<file path="config.mk">
export PLATFORM = sky130hd
export DESIGN_NAME = match_req_sched
export DESIGN_NICKNAME = d
export VERILOG_FILES = /design/src/rtl/match_req_sched.sv
export SDC_FILE = /design/constraint.sdc
export NUM_CORES = 1
export LEC_CHECK = 0
export CAP_MARGIN = 30
export CORE_MARGIN = 2
export CORE_UTILIZATION = 57
export CTS_BUF_LIST = sky130_fd_sc_hd__clkbuf_16
export CTS_CLUSTER_SIZE = 16
export DETAILED_ROUTE_END_ITERATION = 16
export DONT_BUFFER_PORTS = 1
export GPL_ROUTABILITY_DRIVEN = 1
export PLACE_DENSITY = 0.74
export SLEW_MARGIN = 20
export SYNTH_ARGS = -nofsm -noshare
export SYNTH_HDL_FRONTEND = slang
export SYNTH_SLANG_ARGS = --single-unit
</file>
<file path="constraint.sdc">
create_clock -name clk -period 2.8 [get_ports clk]
set_clock_uncertainty 0.2 [all_clocks]
set_input_delay 0.84 -clock clk [delete_from_list [all_inputs] [get_ports clk]]
set_output_delay 0.84 -clock clk [all_outputs]
set_load 0.01 [all_outputs]
</file>
<file path="src/rtl/match_req_sched.sv">
// match_req_sched
// ---------------
// Per-job-PE scheduler for lazy-match request groups. It accepts one group
// of up to L strobe-masked lanes and issues the set lanes as tagged single
// requests over C match-PE request channels. Each tag is the lane index.
// In the accept cycle it pulses sync_fire to match_resp_sync. It then blocks
// further groups until the matching response group has been consumed, so at
// most one group per job PE is in flight.
//
// Optional feature macro: MATCH_REQ_SCHED_RR_EN
//   When defined, the channel fill order starts at a rotating pointer.
//   The pointer advances every cycle in which any channel is loaded.
//   When undefined, the fill order is always channel 0 first, ascending.
//
// Ports:
//   clk, rst_n          clock, synchronous active-low reset
//   req_group_valid/ready, req_group_strb[L], req_group_addr[L*AW]
//                       group handshake, lane mask, lane payloads
//   match_req_valid/ready[C], match_req_tag[C*TAG_BITS], match_req_addr[C*AW]
//                       per-channel single-lane requests
//   sync_fire, sync_strb[L]
//                       group-load pulse and mask to the response sync
//   resp_group_fire     response group consumed (valid & ready at the sync)
//   busy                scheduler is not idle

`ifndef LAZY_LEN
`define LAZY_LEN 4
`endif
`ifndef NUM_MATCH_REQ_CH
`define NUM_MATCH_REQ_CH 2
`endif
`ifndef LAZY_LEN_LOG2
`define LAZY_LEN_LOG2 2
`endif

module match_req_sched #(
  parameter int JOB_PE_IDX = 0,
  parameter int L          = `LAZY_LEN,
  parameter int C          = `NUM_MATCH_REQ_CH,
  parameter int TAG_BITS   = `LAZY_LEN_LOG2,
  parameter int AW         = 32
) (
  input  logic                  clk,
  input  logic                  rst_n,
  input  logic                  req_group_valid,
  output logic                  req_group_ready,
  input  logic [L-1:0]          req_group_strb,
  input  logic [L*AW-1:0]       req_group_addr,
  output logic [C-1:0]          match_req_valid,
  input  logic [C-1:0]          match_req_ready,
  output logic [C*TAG_BITS-1:0] match_req_tag,
  output logic [C*AW-1:0]       match_req_addr,
  output logic                  sync_fire,
  output logic [L-1:0]          sync_strb,
  input  logic                  resp_group_fire,
  output logic                  busy
);

  // JOB_PE_IDX only identifies the instance when debugging; a negative
  // index is meaningless, and nothing is built from it either way.
  if (JOB_PE_IDX < 0) begin : g_job_pe_idx_unused
  end

  typedef enum logic [1:0] {IDLE, ISSUE, WAIT_RESP} state_t;

  state_t              state_q, state_d;
  logic [C-1:0]        ch_valid_q, ch_valid_d;
  logic [TAG_BITS-1:0] ch_tag_q  [C];
  logic [TAG_BITS-1:0] ch_tag_d  [C];
  logic [AW-1:0]       ch_addr_q [C];
  logic [AW-1:0]       ch_addr_d [C];
  logic [L-1:0]        pending_q, pending_d;
  logic [L*AW-1:0]     payload_q, payload_d;
  logic                resp_seen_q, resp_seen_d;

  logic                accept;
  logic [L-1:0]        avail;
  logic [L*AW-1:0]     src;
  logic [C-1:0]        ch_free;
  logic                any_load;
  logic                found;
  int                  ch_idx;
  int                  fill_start;

`ifdef MATCH_REQ_SCHED_RR_EN
  localparam int CW = (C > 1) ? $clog2(C) : 1;
  logic [CW-1:0]       rr_ptr_q, rr_ptr_d;
`endif

  // Group handshake and status. The sync pulse is the accept itself, so the
  // response sync loads the strobe in the same cycle the group is taken.
  assign req_group_ready = (state_q == IDLE);
  assign accept          = req_group_valid & req_group_ready;
  assign sync_fire       = accept;
  assign sync_strb       = req_group_strb;
  assign busy            = (state_q != IDLE);
  assign match_req_valid = ch_valid_q;

  // Flatten the per-channel registers onto the packed output buses.
  always_comb begin
    match_req_tag  = '0;
    match_req_addr = '0;
    for (int c = 0; c < C; c++) begin
      match_req_tag[c*TAG_BITS +: TAG_BITS] = ch_tag_q[c];
      match_req_addr[c*AW +: AW]            = ch_addr_q[c];
    end
  end

  // Next-state and channel refill. "avail" starts as the set of lanes still
  // to be issued: the incoming strobe on accept, or the pending mask while
  // issuing. Channels are visited in fill order. Each free channel grabs the
  // lowest remaining lane, and that lane is removed from avail so that it
  // can never be issued twice. Whatever is left in avail becomes the new
  // pending mask. A free channel that finds nothing drops its valid, and a
  // stalled channel keeps its tag and addr untouched.
  always_comb begin
    state_d     = state_q;
    ch_valid_d  = ch_valid_q;
    ch_tag_d    = ch_tag_q;
    ch_addr_d   = ch_addr_q;
    payload_d   = payload_q;
    resp_seen_d = resp_seen_q;
    avail       = '0;
    src         = payload_q;
    ch_free     = '0;
    any_load    = 1'b0;
    found       = 1'b0;
    ch_idx      = 0;
`ifdef MATCH_REQ_SCHED_RR_EN
    fill_start  = int'(rr_ptr_q);
    rr_ptr_d    = rr_ptr_q;
`else
    fill_start  = 0;
`endif

    case (state_q)
      IDLE: begin
        if (accept) begin
          avail     = req_group_strb;
          src       = req_group_addr;
          payload_d = req_group_addr;
          ch_free   = '1;
          state_d   = (req_group_strb == '0) ? WAIT_RESP : ISSUE;
        end
      end
      ISSUE: begin
        avail   = pending_q;
        ch_free = ~ch_valid_q | match_req_ready;
        if (resp_group_fire) begin
          resp_seen_d = 1'b1;
        end
        if ((pending_q == '0) && (&ch_free)) begin
          state_d = WAIT_RESP;
        end
      end
      WAIT_RESP: begin
        if (resp_group_fire || resp_seen_q) begin
          state_d     = IDLE;
          resp_seen_d = 1'b0;
        end
      end
      default: state_d = IDLE;
    endcase

    for (int k = 0; k < C; k++) begin
      ch_idx = fill_start + k;
      if (ch_idx >= C) begin
        ch_idx = ch_idx - C;
      end
      if (ch_free[ch_idx]) begin
        found              = 1'b0;
        ch_valid_d[ch_idx] = 1'b0;
        for (int lane = 0; lane < L; lane++) begin
          if (!found && avail[lane]) begin
            found              = 1'b1;
            any_load           = 1'b1;
            ch_valid_d[ch_idx] = 1'b1;
            ch_tag_d[ch_idx]   = TAG_BITS'(lane);
            ch_addr_d[ch_idx]  = src[lane*AW +: AW];
            avail[lane]        = 1'b0;
          end
        end
      end
    end

    pending_d = avail;

`ifdef MATCH_REQ_SCHED_RR_EN
    if (any_load) begin
      rr_ptr_d = (rr_ptr_q == CW'(C - 1)) ? '0 : rr_ptr_q + 1'b1;
    end
`endif
  end

  // State registers. Reset drops any group in flight; channel valids fall
  // on the first edge that sees rst_n low.
  always_ff @(posedge clk) begin
    if (!rst_n) begin
      state_q     <= IDLE;
      ch_valid_q  <= '0;
      pending_q   <= '0;
      payload_q   <= '0;
      resp_seen_q <= 1'b0;
      for (int c = 0; c < C; c++) begin
        ch_tag_q[c]  <= '0;
        ch_addr_q[c] <= '0;
      end
`ifdef MATCH_REQ_SCHED_RR_EN
      rr_ptr_q    <= '0;
`endif
    end else begin
      state_q     <= state_d;
      ch_valid_q  <= ch_valid_d;
      pending_q   <= pending_d;
      payload_q   <= payload_d;
      resp_seen_q <= resp_seen_d;
      for (int c = 0; c < C; c++) begin
        ch_tag_q[c]  <= ch_tag_d[c];
        ch_addr_q[c] <= ch_addr_d[c];
      end
`ifdef MATCH_REQ_SCHED_RR_EN
      rr_ptr_q    <= rr_ptr_d;
`endif
    end
  end

endmodule

</file>
Word level (Yosys, flattened, before mapping)
Cells that the tools add are included.
{ "classes": {"n_eq_ne": 6, "n_mux": 56, "bitwise_logic": 4, "n_reduce_logical": 27} }
{ "ops": {"columns": ["cell", "n"], "rows": [
  ["128-bit 2-to-1 mux", 2],
  ["32-bit 2-to-1 mux", 8],
  ["1-bit 2-to-1 mux", 26],
  ["2-bit 2-to-1 mux", 13],
  ["4-bit 2-to-1 mux", 3],
  ["4-bit logical NOT", 2],
  ["4-bit one-hot mux with 2 select lines", 1],
  ["4-bit nonzero test", 2],
  ["1-bit logical AND", 7],
  ["1-bit logical NOT", 6],
  ["2-bit inequality test (second input constant)", 3],
  ["2-bit one-hot mux with 3 select lines", 1],
  ["2-bit AND reduction", 3],
  ["3-bit AND reduction", 2],
  ["2-bit one-hot mux with 2 select lines", 1],
  ["2-bit nonzero test", 2],
  ["2-bit by 1-bit equality test with 1-bit output (second input constant)", 1],
  ["2-bit equality test (second input constant)", 1],
  ["2-bit logical NOT", 1],
  ["2-bit by 1-bit inequality test with 1-bit output (second input constant)", 1],
  ["2-bit inverter", 1],
  ["2-bit bitwise OR", 1],
  ["1-bit one-hot mux with 2 select lines", 1],
  ["2-bit OR reduction", 1],
  ["other kinds (3)", 3]
]} }
{ "word_totals": {"regBits": 205, "input_bits": 138, "output_inout_bits": 77} }

Logic depth before layout (Yosys ltp)
{ "logic_depth": {"ltp_word": 32, "ltp_mapped": 10, "mapped_depth_nobuf": 6} }

Worst setup path after synthesis
Ideal clock, no wire load.
{ "synth_path": {"path_kind": "input to register", "from": "input req_group_valid", "to": "register ch_addr_q, in the netlist match_req_addr[36]", "setup_ps": 117, "arrival_ps": 2713, "slack_ps": -231, "cell_stages": 9, "cell_sequence": "buf_6 -> nor4bb_4 -> a2111oi_4 -> nor3_1 -> or2_1 -> clkbuf_2 -> buf_6 -> a221o_1 -> a32o_1"} }
{ "synth_via": {"elab_chain_len": 20} }
{ "synth_rtl": {"columns": ["element", "line", "rtl"], "rows": [
  ["start, declared", "45", "input logic req_group_valid,"],
  ["1-bit AND (*)", "93", "assign accept = req_group_valid & req_group_ready;"],
  ["4-bit 2-to-1 mux", "138", "if (accept) begin"],
  ["4-bit one-hot mux with 2 select lines", "136", "case (state_q)"],
  ["1-bit 2-to-1 mux", "174", "if (!found && avail[lane]) begin"],
  ["1-bit 2-to-1 mux", "170", "if (ch_free[ch_idx]) begin"],
  ["1-bit logical NOT", "174", null],
  ["1-bit logical AND", "174", null],
  ["1-bit 2-to-1 mux", "174", null],
  ["[... 4 more ...]", null, null],
  ["1-bit logical NOT (tied with other cells)", "174", null],
  ["1-bit logical AND / 1-bit logical NOT (equally long branches)", "174", null],
  ["1-bit 2-to-1 mux / 1-bit logical AND (equally long branches)", "174", null],
  ["1-bit 2-to-1 mux, on equally long branches", "170, 174", null],
  ["1-bit logical NOT / 4-bit 2-to-1 mux (equally long branches)", "174, 170", null],
  ["1-bit logical AND", "174", null],
  ["4-bit nonzero test (no source line)", null, null],
  ["2-bit AND reduction (no source line)", null, null],
  ["end signal, assigned by index", "219", "ch_addr_q[c] <= ch_addr_d[c];"],
  ["end, declared", "70", "logic [AW-1:0] ch_addr_q [C];"]
]} }
Every way passes the cells marked *; elsewhere a longest branch is shown, timed or not. The select of a mux whose other input is x is not followed.
A chain may end at the register's enable or synchronous reset.

Worst setup path after layout
{ "layout_path": {"from": "register state_q[0]", "to": "output sync_fire"} }
{ "layout_via": {"elab_chain_len": 2} }
{ "layout_rtl": {"columns": ["element", "line", "rtl"], "rows": [
  ["start, declared", "66", "state_t state_q, state_d;"],
  ["start signal, assigned", "212", "state_q <= state_d;"],
  ["2-bit logical NOT", "92", "assign req_group_ready = (state_q == IDLE);"],
  ["1-bit AND", "93", null],
  ["end, declared", "53", "output logic sync_fire,"]
]} }
No other way between the ends.

==> flow_summary.ini <==
[sta]
period_needed_ps = 2730
slew_violations = 0
fin_setup_tns_ps = 0
rsz0062_at_grt = false
finalCritPeriodShare = 0.976
maxClockFrequency_mhz = 366
finalHoldViolCount = 0
setup_viol = 0
relSlewSlack = 0.642
worstMarginPinSlew_ps = 537

[yosys]
synth_cell_types = 50
syn_nets = 1094
syn_avg_cell_area_um2 = 9.68
synth_area_leaders = dfxtp_1 44%, mux2i_1 21%, a32o_1 7.0%
synth_top_cell_area_share = 0.444
yosysWarnings = 0
post-synth-top-count-cell = dfxtp_1
yosysSeqAreaShare = 0.444
netlist_instances = 956
synth-edff-count = 0
synth_flop_cell = dfxtp_1
yosys-top-cells-count = 205 x dfxtp_1, 192 x mux2i_1, 169 x nor2_1, 102 x nand2_1, 65 x a32o_1
netlist_area_um2 = 9250
synth_top_area_cell = dfxtp_1
synth-async-reset-ratio = 0
ys_seq_elements = 205

[clocking]
clkTransAtPathRegs_ps = 60
clock_sinks = 205
cts_tree = yes
cts_max_path_buffers = 3
clkLatencyLatePin_ps = 500
hold_buffers = 0
cts_root_buf = clkbuf_16
cts_made_buffers = 22
h-tree-depth = 1

[die]
die_w_um = 131
row_count = 46
dieHeight_um = 131
core_um2 = 15900
die_area_um2 = 17300
io_pins = 215
start_util = 0.582

[global_route]
use_met1 = 0.367
overflow = 0
antenna_found_initial = 0
busiest_layer = met2
globalRouteMet2Util = 0.494
grt_pass1_wl_um = 41600
grt_pass1_vias = 7559
grt_max_degree = 87
grt.met3_usage = 0.0910
track_usage = 0.297

[min_path]
min_path_type = primary input to flip-flop

[placed_design]
place_inst = 1244
place_congestion = 0.840
dp_hpwl_um = 18000
io_buffers = 0
place_area_um2 = 10700

[cells_and_area]
antenna_cells = 0
design_area_um2 = 11400
syn2layout_area_growth_pct = 23.1
finish.utilization = 0.717
final_cells = 1287
drive_gt1_frac = 0.202
fin_nets = 1193

[setup_path]
cpMostUsedCell = buf_4
crit_arrival_ps = 1690
crit_buf_inv = 3
path_delay_family = buffers and inverters
start_kind = flip-flop
crit_fanout = 19
end_kind = output port
critPathRequiredTime_ps = 1760
worstPathCellList = buf_4, nor3b_4, buf_4, buf_12
slowest_delay_ps = 380
critPathSlowestCell = dfxtp_2
criticalPathCategory = flip-flop to output port

[drt]
postRouteAntennaNets = 0
route.vias.total = 7821
drc_errors = 0
vias_per_cell = 6.08
wl_per_cell_um = 20.7
drtPass1Iterations = 6
finalWirelength_um = 26600
drt_iter0_markers = 495

[run_status]
outcome = completed

[power_and_ir_drop]
vdd_drop_max_mv = 0.605
p_leak_nw = 4.81
power.density_nw_per_um2 = 799

[run]
drv_cap = 0
## cells by family (layout without fill, tap and decap cells)
kind of cell	after synthesis	in the layout	share of synthesized area
XOR/XNOR	1	1	0.000947
AO/OA/AOI/OAI	164	164	0.162
AND/OR/NAND/NOR	304	304	0.137
buffers and inverters	90	205	0.0491
multiplexers	192	192	0.208
flip-flops	205	205	0.444
## per-layer routing
metal	routed length [µm]	vias to the layer above	share of wire
met5	0	-	0
met4	879	0	0.033
met3	2590	63	0.097
met2	12500	333	0.47
met1	10600	3750	0.40
li1	-	3675	-
## report_power, final
group / internal [mW] / leakage (nW) / switching [mW] / total (mW)
Clock: 1.57 / 0.350 / 1.15 / 2.72
Sequential: 3.26 / 1.68 / 0.260 / 3.52
Combinational: 1.40 / 2.78 / 1.45 / 2.85
## repair_timing
action                                  in CTS  in global routing
buffers inserted                             2                  0
endpoints found under the setup margin      62                  0
resized for setup                            1                  0
## stage by stage
| step | total power, mW | hold slack, ps | worst slack, ps |
|---|---|---|---|
| floorplan | 5.27 | 260 | -181 |
| global placement | 6.30 | 269 | -308 |
| detailed placement | 6.36 | 286 | -350 |
| CTS | 9.11 | 265 | 13.2 |
| global route | 9.51 | 271 | 7.75 |
| finish | 9.10 | 270 | 66.0 |
## worst reg2reg max path: stages (launching register included)
cell and delay, ps:
dfxtp_1 470, buf_4 190, nor2b_1 60, buf_4 160, a32oi_4 260, a41o_1 300
a21bo_2 260, and3_2 260, buf_12 170, a32o_1 240
## final cells by class
cell class	count	area (µm²)
Fill cell	1192	4490
Multi-Input combinational cell	661	4760
Clock buffer	23	576
Inverter	2	10.0
Timing Repair Buffer	163	1570
Tap cell	216	270
Sequential cell	205	4110
Clock inverter	17	104
## cells in the final DEF (no fill, tap or decap), types with 2 or more instances in the layout
master,count
clkbuf_16,23
nor2_4,2
o21ai_0,2
nor3_1,5
a21oi_1,10
a221o_1,32
a211oi_1,3
and2_1,4
clkinvlp_4,2
a21oi_4,2
mux2i_1,192
buf_4,136
inv_1,6
or4_1,2
nand3_1,2
nor2_1,167
a31oi_1,2
dfxtp_1,204
nand2_1,102
nor2b_1,4
a32o_1,65
a21o_1,3
buf_12,26
o211ai_1,32
clkinv_2,5
clkinv_1,4
## registers in the layout (all words and copies together) (netlist names)
name,flops
payload_q,128
match_req_addr,64
match_req_tag,4
pending_q,4
match_req_valid,2
state_q,2
resp_seen_q,1
## path summary, 6_finish.rpt
| kind | slack (ps) | end | cells past startpoint | from |
|---|---|---|---|---|
| setup / recovery | 70 | sync_fire | 4 | state_q[0] |
| hold / removal | 270 | pending_q[2] | 2 | rst_n |
| setup reg to reg | 130 | match_req_addr[63] | 9 | state_q[1] |
| hold reg to reg | 300 | resp_seen_q | 2 | resp_seen_q |
No activity file was read; power rests on OpenSTA's default activity.
